## src/rtl/dram_fill_arbiter_pkg.sv

```systemverilog
// rtl/dram_fill_arbiter_pkg.sv - shared defaults, word layout and port indices for the fill arbiter
`ifndef AXI_ADDR_WIDTH
`define AXI_ADDR_WIDTH 32
`endif
`ifndef AXI_DATA_WIDTH
`define AXI_DATA_WIDTH 64
`endif
`define DFA_WORD(addr, data) {addr, data}
`define DFA_ADDR(word, dw) word[$bits(word)-1:dw]
`define DFA_DATA(word, dw) word[dw-1:0]

package dram_fill_arbiter_pkg;
    localparam int NUM_REQ_DEFAULT = 3;

    typedef enum int {
        REQ_RMISS = 0,
        REQ_WMISS = 1,
        REQ_WHIT  = 2
    } req_port_e;
endpackage

```

## src/rtl/dram_fill_arbiter_rr_picker.sv

```systemverilog
// rtl/dram_fill_arbiter_rr_picker.sv - rotate-priority encoder: first set mask bit at or after start
module rr_picker #(
    parameter int N         = 2,
    parameter int PTR_WIDTH = (N > 1) ? $clog2(N) : 1
) (
    input  logic [N-1:0]         mask,
    input  logic [PTR_WIDTH-1:0] start,
    output logic                 found,
    output logic [PTR_WIDTH-1:0] idx
);
    always_comb begin
        found = 1'b0;
        idx   = '0;
        for (int k = 0; k < N; k++) begin
            if (!found && mask[(int'(start) + k) % N]) begin
                found = 1'b1;
                idx   = PTR_WIDTH'((int'(start) + k) % N);
            end
        end
    end
endmodule

```

## src/rtl/dram_fill_arbiter.sv

```systemverilog
// rtl/dram_fill_arbiter.sv - fill/write channel arbiter: port 0 priority, round-robin rest, aging promotion
module dram_fill_arbiter
    import dram_fill_arbiter_pkg::*;
#(
    parameter int ADDR_WIDTH   = `AXI_ADDR_WIDTH,
    parameter int DATA_WIDTH   = `AXI_DATA_WIDTH,
    parameter int WDATA_WIDTH  = ADDR_WIDTH + DATA_WIDTH,
    parameter int NUM_REQ      = NUM_REQ_DEFAULT,
    parameter int STARVE_LIMIT = 4,
    parameter int SRC_WIDTH    = $clog2(NUM_REQ)
) (
    input  logic                           clk,
    input  logic                           rst,
    input  logic [NUM_REQ-1:0]             valid_i,
    output logic [NUM_REQ-1:0]             ready_o,
    input  logic [NUM_REQ*WDATA_WIDTH-1:0] wdata_i,
    output logic                           valid_o,
    input  logic                           ready_i,
    output logic [WDATA_WIDTH-1:0]         wdata_o,
    output logic [SRC_WIDTH-1:0]           src_o
);
    localparam int                   CNT_WIDTH = $clog2(STARVE_LIMIT + 1);
    localparam logic [CNT_WIDTH-1:0] CNT_MAX   = CNT_WIDTH'(STARVE_LIMIT);
    localparam logic [CNT_WIDTH-1:0] CNT_ONE   = CNT_WIDTH'(1);
    localparam logic [SRC_WIDTH-1:0] LAST      = SRC_WIDTH'(NUM_REQ - 1);
    localparam logic [SRC_WIDTH-1:0] ONE       = SRC_WIDTH'(1);

    logic [CNT_WIDTH-1:0]   wait_cnt [1:NUM_REQ-1];
    logic [SRC_WIDTH-1:0]   rr_ptr;
    logic                   slot_free, grant, starved_hit, rr_found;
    logic [SRC_WIDTH-1:0]   starved_idx, rr_idx, winner;
    logic [WDATA_WIDTH-1:0] win_word;

    // Picker works on ports 1..NUM_REQ-1 re-based to 0; rr_ptr is kept 1-based.
    rr_picker #(
        .N         (NUM_REQ - 1),
        .PTR_WIDTH (SRC_WIDTH)
    ) u_rr_picker (
        .mask  (valid_i[NUM_REQ-1:1]),
        .start (rr_ptr - ONE),
        .found (rr_found),
        .idx   (rr_idx)
    );

    always_comb begin
        slot_free   = !valid_o || ready_i;
        starved_hit = 1'b0;
        starved_idx = '0;
        for (int i = NUM_REQ - 1; i >= 1; i--) begin
            if (valid_i[i] && wait_cnt[i] == CNT_MAX) begin
                starved_hit = 1'b1;
                starved_idx = SRC_WIDTH'(i);
            end
        end
        grant  = 1'b0;
        winner = '0;
        if (slot_free && !rst) begin
            if (starved_hit) begin
                grant  = 1'b1;
                winner = starved_idx;
            end else if (valid_i[0]) begin
                grant  = 1'b1;
                winner = '0;
            end else if (rr_found) begin
                grant  = 1'b1;
                winner = rr_idx + ONE;
            end
        end
        ready_o  = '0;
        win_word = '0;
        for (int i = 0; i < NUM_REQ; i++) begin
            if (grant && winner == SRC_WIDTH'(i)) begin
                ready_o[i] = 1'b1;
                win_word   = wdata_i[i*WDATA_WIDTH +: WDATA_WIDTH];
            end
        end
    end

    always_ff @(posedge clk) begin
        if (rst) begin
            valid_o <= 1'b0;
            wdata_o <= '0;
            src_o   <= '0;
            rr_ptr  <= ONE;
            for (int i = 1; i < NUM_REQ; i++) wait_cnt[i] <= '0;
        end else begin
            if (slot_free) begin
                valid_o <= grant;
                if (grant) begin
                    wdata_o <= win_word;
                    src_o   <= winner;
                    if (winner != '0) rr_ptr <= (winner == LAST) ? ONE : winner + ONE;
                end
            end
            for (int i = 1; i < NUM_REQ; i++) begin
                if (!valid_i[i] || ready_o[i]) wait_cnt[i] <= '0;
                else if (wait_cnt[i] != CNT_MAX) wait_cnt[i] <= wait_cnt[i] + CNT_ONE;
            end
        end
    end
endmodule

```

## config.mk

```make
export PLATFORM = sky130hd
export DESIGN_NAME = dram_fill_arbiter
export DESIGN_NICKNAME = d
export VERILOG_FILES = /design/src/rtl/dram_fill_arbiter_pkg.sv /design/src/rtl/dram_fill_arbiter_rr_picker.sv /design/src/rtl/dram_fill_arbiter.sv
export SDC_FILE = /design/constraint.sdc
export NUM_CORES = 1
export LEC_CHECK = 0
export BUFFER_PORTS_ARGS = -buffer_cell sky130_fd_sc_hd__buf_2
export CAP_MARGIN = 20
export CORE_AREA = 2 2 154 156
export DETAILED_ROUTE_END_ITERATION = 8
export DIE_AREA = 0 0 156 158
export HOLD_SLACK_MARGIN = 0.03
export PLACE_DENSITY = 0.56
export SETUP_SLACK_MARGIN = 0.3
export SLEW_MARGIN = 10
export SYNTH_ARGS = -nofsm -noshare
export SYNTH_HDL_FRONTEND = slang
export SYNTH_SLANG_ARGS = --single-unit
export TNS_END_PERCENT = 1
```

## constraint.sdc

```tcl
create_clock -name clk -period 2.3 [get_ports clk]
set_input_delay 0.46 -clock clk [delete_from_list [all_inputs] [get_ports clk]]
set_output_delay 0.46 -clock clk [all_outputs]
set_load 0.05 [all_outputs]
```

After elaboration in Yosys (flattened, before gate mapping)
Memory sizes are Yosys's and may differ from the RTL's.
Cells that the tools add are included.
{"block": "word_totals", "regBits": 100, "ram_bits": 6, "in_bits": 294, "out_inout_bits": 102, "word_cells": 91, "n_memories": 1}
{"block": "classes", "add_sub_neg": 6, "order_cmp": 2, "n_eq_ne": 6, "mux": 48, "bitwise_logic": 5, "reduce_logical": 19}
{"name": "wait_cnt", "depth": 2, "width": 3, "rd": 2, "rd_clocked_by_memory_dff": 0, "wr": 2, "line_no": "dram_fill_arbiter.sv:28", "rtl": "logic [CNT_WIDTH-1:0] wait_cnt [1:NUM_REQ-1];"}
{"cell": "$mux W96", "n": 3}
{"cell": "$mux W1", "n": 34}
{"cell": "$mux W2", "n": 7}
{"cell": "$mux W3", "n": 4}
{"cell": "$logic_and A1 B1 Y1", "n": 7}
{"cell": "$add A3 B1 Y3 const B", "n": 2}
{"cell": "$eq A3 B3 Y1 const B", "n": 2}
{"cell": "$ne A3 B3 Y1 const B", "n": 2}
{"cell": "$logic_not A1 Y1", "n": 5}
{"cell": "$or A1 B1 Y1", "n": 4}
{"cell": "$logic_or A1 B1 Y1", "n": 3}
{"cell": "$lt A2 B3 Y1 const B", "n": 1}
{"cell": "$reduce_and A3 Y1", "n": 1}
{"cell": "$add A1 B1 Y1 const B", "n": 2}
{"cell": "$add A2 B1 Y2 const B", "n": 1}
{"cell": "$eq A2 B1 Y1 const B", "n": 1}
{"cell": "$eq A2 B2 Y1 const B", "n": 1}
{"cell": "$logic_not A2 Y1", "n": 1}
{"cell": "$lt A1 B2 Y1 const B", "n": 1}
{"cell": "$reduce_and A2 Y1", "n": 1}
{"cell": "$reduce_bool A2 Y1", "n": 1}
{"cell": "$and A1 B1 Y1 const A", "n": 1}
{"cell": "$sub A1 B1 Y1 const B", "n": 1}

Longest topological paths before layout
{"block": "depth", "word_depth": 22, "mapped_depth": 9, "depth_no_buf": 6}

By module
A second synthesis with hierarchy kept.
{"block": "unflattened", "cells_unflattened": 642, "area_unflattened_um2": 5378.9}
{"module": "dram_fill_arbiter", "n_inst": 1, "cells_per_inst": 637, "area_per_inst_um2": 5350.1}
{"module": "rr_picker", "n_inst": 1, "cells_per_inst": 5, "area_per_inst_um2": 28.8}

Worst setup path after synthesis
No wires, ideal clock.
{"block": "synth_path", "path_kind": "reg-to-output", "start": "mem wait_cnt[1][0] (netlist bit)", "end": "out ready_o[0]", "t_arrival_ps": 1982, "required_time_ps": 1840, "setup_slack_ps": -142, "path_stages_with_launch": 7, "n_path_buf": 1, "cell_sequence": "edfxtp_1 inv_1 ha_1 and2_1 a2111oi_4 clkbuf_1 o21a_1"}
{"item": "start: declaration", "line_no": "dram_fill_arbiter.sv:28"}
{"item": "end: declaration", "line_no": "dram_fill_arbiter.sv:15", "rtl": "output logic [NUM_REQ-1:0] ready_o,"}

==> reports/results.ini <==
[min_path]
min_to = wdata_o[27]
min_from = wdata_i[123]
hold_depth = 3
hp-class = input port to flip-flop

[logic_synthesis]
synth_seq_area_share = 0.359
ys_types = 30
yosysWarnings = 0
ys_ff_latch = 106
syn-instance-count = 739
synth_edf_count = 6
syn_area_per_cell_um2 = 8.21
synthesis.nets = 1037
ys.flop_type = dfxtp_1
postSynth.asyncResetShare = 0
syn_area_um2 = 6070

[global_routing]
grt_max_degree = 88
grt_pass1_vias = 7117
grt.total_usage = 0.201
grt_remaining_overflow = 0
antenna_found_initial = 0
grt_pass1_wl_um = 39500

[critical_path]
end_kind = output pin
cp_slowest_cell = edfxtp_1
cp_slowest_stage_delay_ns = 0.37
path_cells = inv_2, ha_4, and2_4, a2111oi_4, o21a_4, buf_8
critical_path_required_ns = 1.84
worstSetupStartpointType = flip-flop
cp_data_arrival_time_ns = 1.76
rr_endpoint = wdata_o[58]
critPathKind = flip-flop to output pin
critical-path-top-delay-family = compound AO/OA/AOI/OAI gates
r2r_setup_slack_ns = 0.19
worstRegToRegCells = 9
path_buf_inv = 2
cp_max_fo = 4
rr_startpoint = wait_cnt[1][0]

[sta]
slew_violations = 0
setup_viol = 0
tns_ns = 0
timing.slew.headroom = 0.676
fin_crit_sh = 0.967
max_clock_freq_mhz = 450
finClkSkew_ns = 0.0124
worst_pin_slew_ns = 0.486
hold_viol = 0
finalCriticalPeriod_ns = 2.22
timing.hold.ws_ns = 0.379
rsz0062_at_grt = true

[power_and_ir_drop]
power.internal_w = 0.00357
leakage_nw = 3.70
p_seq_frac = 0.367
power_density_nw_per_um2 = 676
comb_power_share = 0.366
switching_power_w = 0.00242
swShare = 0.404
ir_drop_mv = 0.309
p_clk_frac = 0.267
total_power_w = 0.00599

[job]
cap_violations = 0

[routing]
ant_nets = 0
dr.pass1.iters = 7
dr_total_vias = 7520
via_per_inst = 5.47
wl_per_cell_um = 19.1
first_iter_violations = 607
wl_um = 26300
route.detailed.drc = 0

[clock_network]
path_clk_slew_ns = 0.09
cts_tree = yes
cts.hold.buffers_added = 0
h-tree-depth = 3
clockBufferDepth = 2
clock_latency_ns = 0.36
clockRootBuffer = clkbuf_16
numCtsBuffers = 9
cts.sinks = 106

[final_layout]
layout-drive-gt1-share = 0.423
multi_input_area_um2 = 3540
final-seq-area_um2 = 2180
n_fill_cell = 2465
areaGrowthSynthToFinish_pct = 45.9
diodes = 0
finalNetCount = 1377
final_cell_mix = buf_2, a21oi_1, dfxtp_1
layout_commonest_cell = buf_2

[floorplan]
num_io_pins = 396
die_area_um2 = 24600
die_w_um = 156
start_util = 0.263
coreArea_um2 = 23100
row_count = 56
fp.dieH_um = 158

[placement]
numPortBuffers = 395
place_congestion = 0.803
dp_hpwl_um = 18600

[run_status]
status = complete, no violations

power by group through the flow:
| stage | Sequential [W] | Combinational, W | Clock [W] |
|---|---|---|---|
| 6_report | 0.00220 | 0.00219 | 0.00160 |
| 5_1_grt | 0.00223 | 0.00233 | 0.00173 |
| 3_5_place_dp | 0.00224 | 0.00216 | 0 |
| 3_3_place_gp | 0.00224 | 0.00217 | 0 |
| 2_1_floorplan | 0.00299 | 0.000647 | 0 |
| 4_1_cts | 0.00220 | 0.00218 | 0.00166 |
layout make-up:
class                   count  share of cell area
clock buffers              12              0.0290
clock inverters             4             0.00367
inverters                   8             0.00339
multi-input cells         528               0.400
flip-flops and latches    106               0.247
well taps                 290              0.0410
repair buffers            426               0.277
kinds of logic (layout without fill, tap and decap cells):
family / count (synthesis) / in the layout / synth area share
compound gates: 305 / 305 / 0.362
simple gates: 219 / 219 / 0.201
flops: 106 / 106 / 0.359
buf+inv: 105 / 450 / 0.0693
fa+ha+maj: 4 / 4 / 0.00824
through the flow:
| stage | instance area (um^2) | setup WS, ns | utilization | cells |
|---|---|---|---|---|
| 5_1_grt | 8860 | -0.0253 | 0.384 | 1374 |
| 2_1_floorplan | 6110 | 0.278 | - | 739 |
| 4_1_cts | 8800 | -0.0589 | 0.382 | 1370 |
| 3_5_place_dp | 8440 | 0.219 | 0.366 | 1351 |
| 3_3_place_gp | 8440 | 0.242 | 0.366 | 1351 |
| 6_report | 8860 | 0.0760 | 0.384 | 1374 |
tightest hold or removal path, delay by kind of cell:
| family | cells | cell delay, ns |
|---|---|---|
| AOI/OAI and AO/OA | 1 | 0.08 |
| and+or+nand+nor | 1 | 0.05 |
| buffers and inverters | 1 | 0.10 |
timing repair:
action                     CTS  global route
resized for setup           14             6
setup buffers                3             4
setup endpoints to repair   82            92
pin swaps                  155           156
Yosys cell counts (all sizes together) (2+ instances only):
| cell type | count | area, um^2 |
|---|---|---|
| dfxtp | 100 | 2000 |
| a21oi | 102 | 510 |
| nand2b | 98 | 613 |
| inv | 8 | 30.0 |
| edfxtp | 6 | 180 |
| buf | 30 | 139 |
| nor3 | 5 | 25.0 |
| nand3 | 96 | 480 |
| clkbuf | 67 | 251 |
| a22oi | 2 | 15.0 |
| o211ai | 96 | 721 |
| ha | 4 | 50.1 |
| a32oi | 96 | 841 |
| nor2 | 5 | 18.8 |
| and2 | 5 | 31.3 |
| nand2 | 5 | 18.8 |
| and3 | 3 | 18.8 |
worst max path at each step:
stage          slack [ns]     endpoint  cells past startpoint      startpoint
2_1_floorplan        0.28   ready_o[0]                      6  wait_cnt[1][0]
3_3_place_gp         0.24  wdata_o[58]                      6         ready_i
3_5_place_dp         0.22  wdata_o[58]                      6         ready_i
4_1_cts             -0.06   ready_o[0]                      6  wait_cnt[1][0]
5_1_grt             -0.03   ready_o[0]                      6  wait_cnt[1][0]
6_report             0.08   ready_o[0]                      6  wait_cnt[1][0]
per-layer routing:
| metal | GRT usage | vias to the layer above | routed length, um |
|---|---|---|---|
| li1 | - | 3536 | - |
| met1 | 0.252 | 3579 | 10900 |
| met2 | 0.334 | 362 | 12600 |
| met3 | 0.0479 | 43 | 2070 |
| met4 | 0.0778 | 0 | 710 |
| met5 | 0 | - | 0 |
sequential cells by signal, indices dropped and copies added (netlist names):
signal,flops
wdata_o,96
src_o,2
rr_ptr,1
wait_cnt,6
valid_o,1
(Power assumes the default switching activity.)
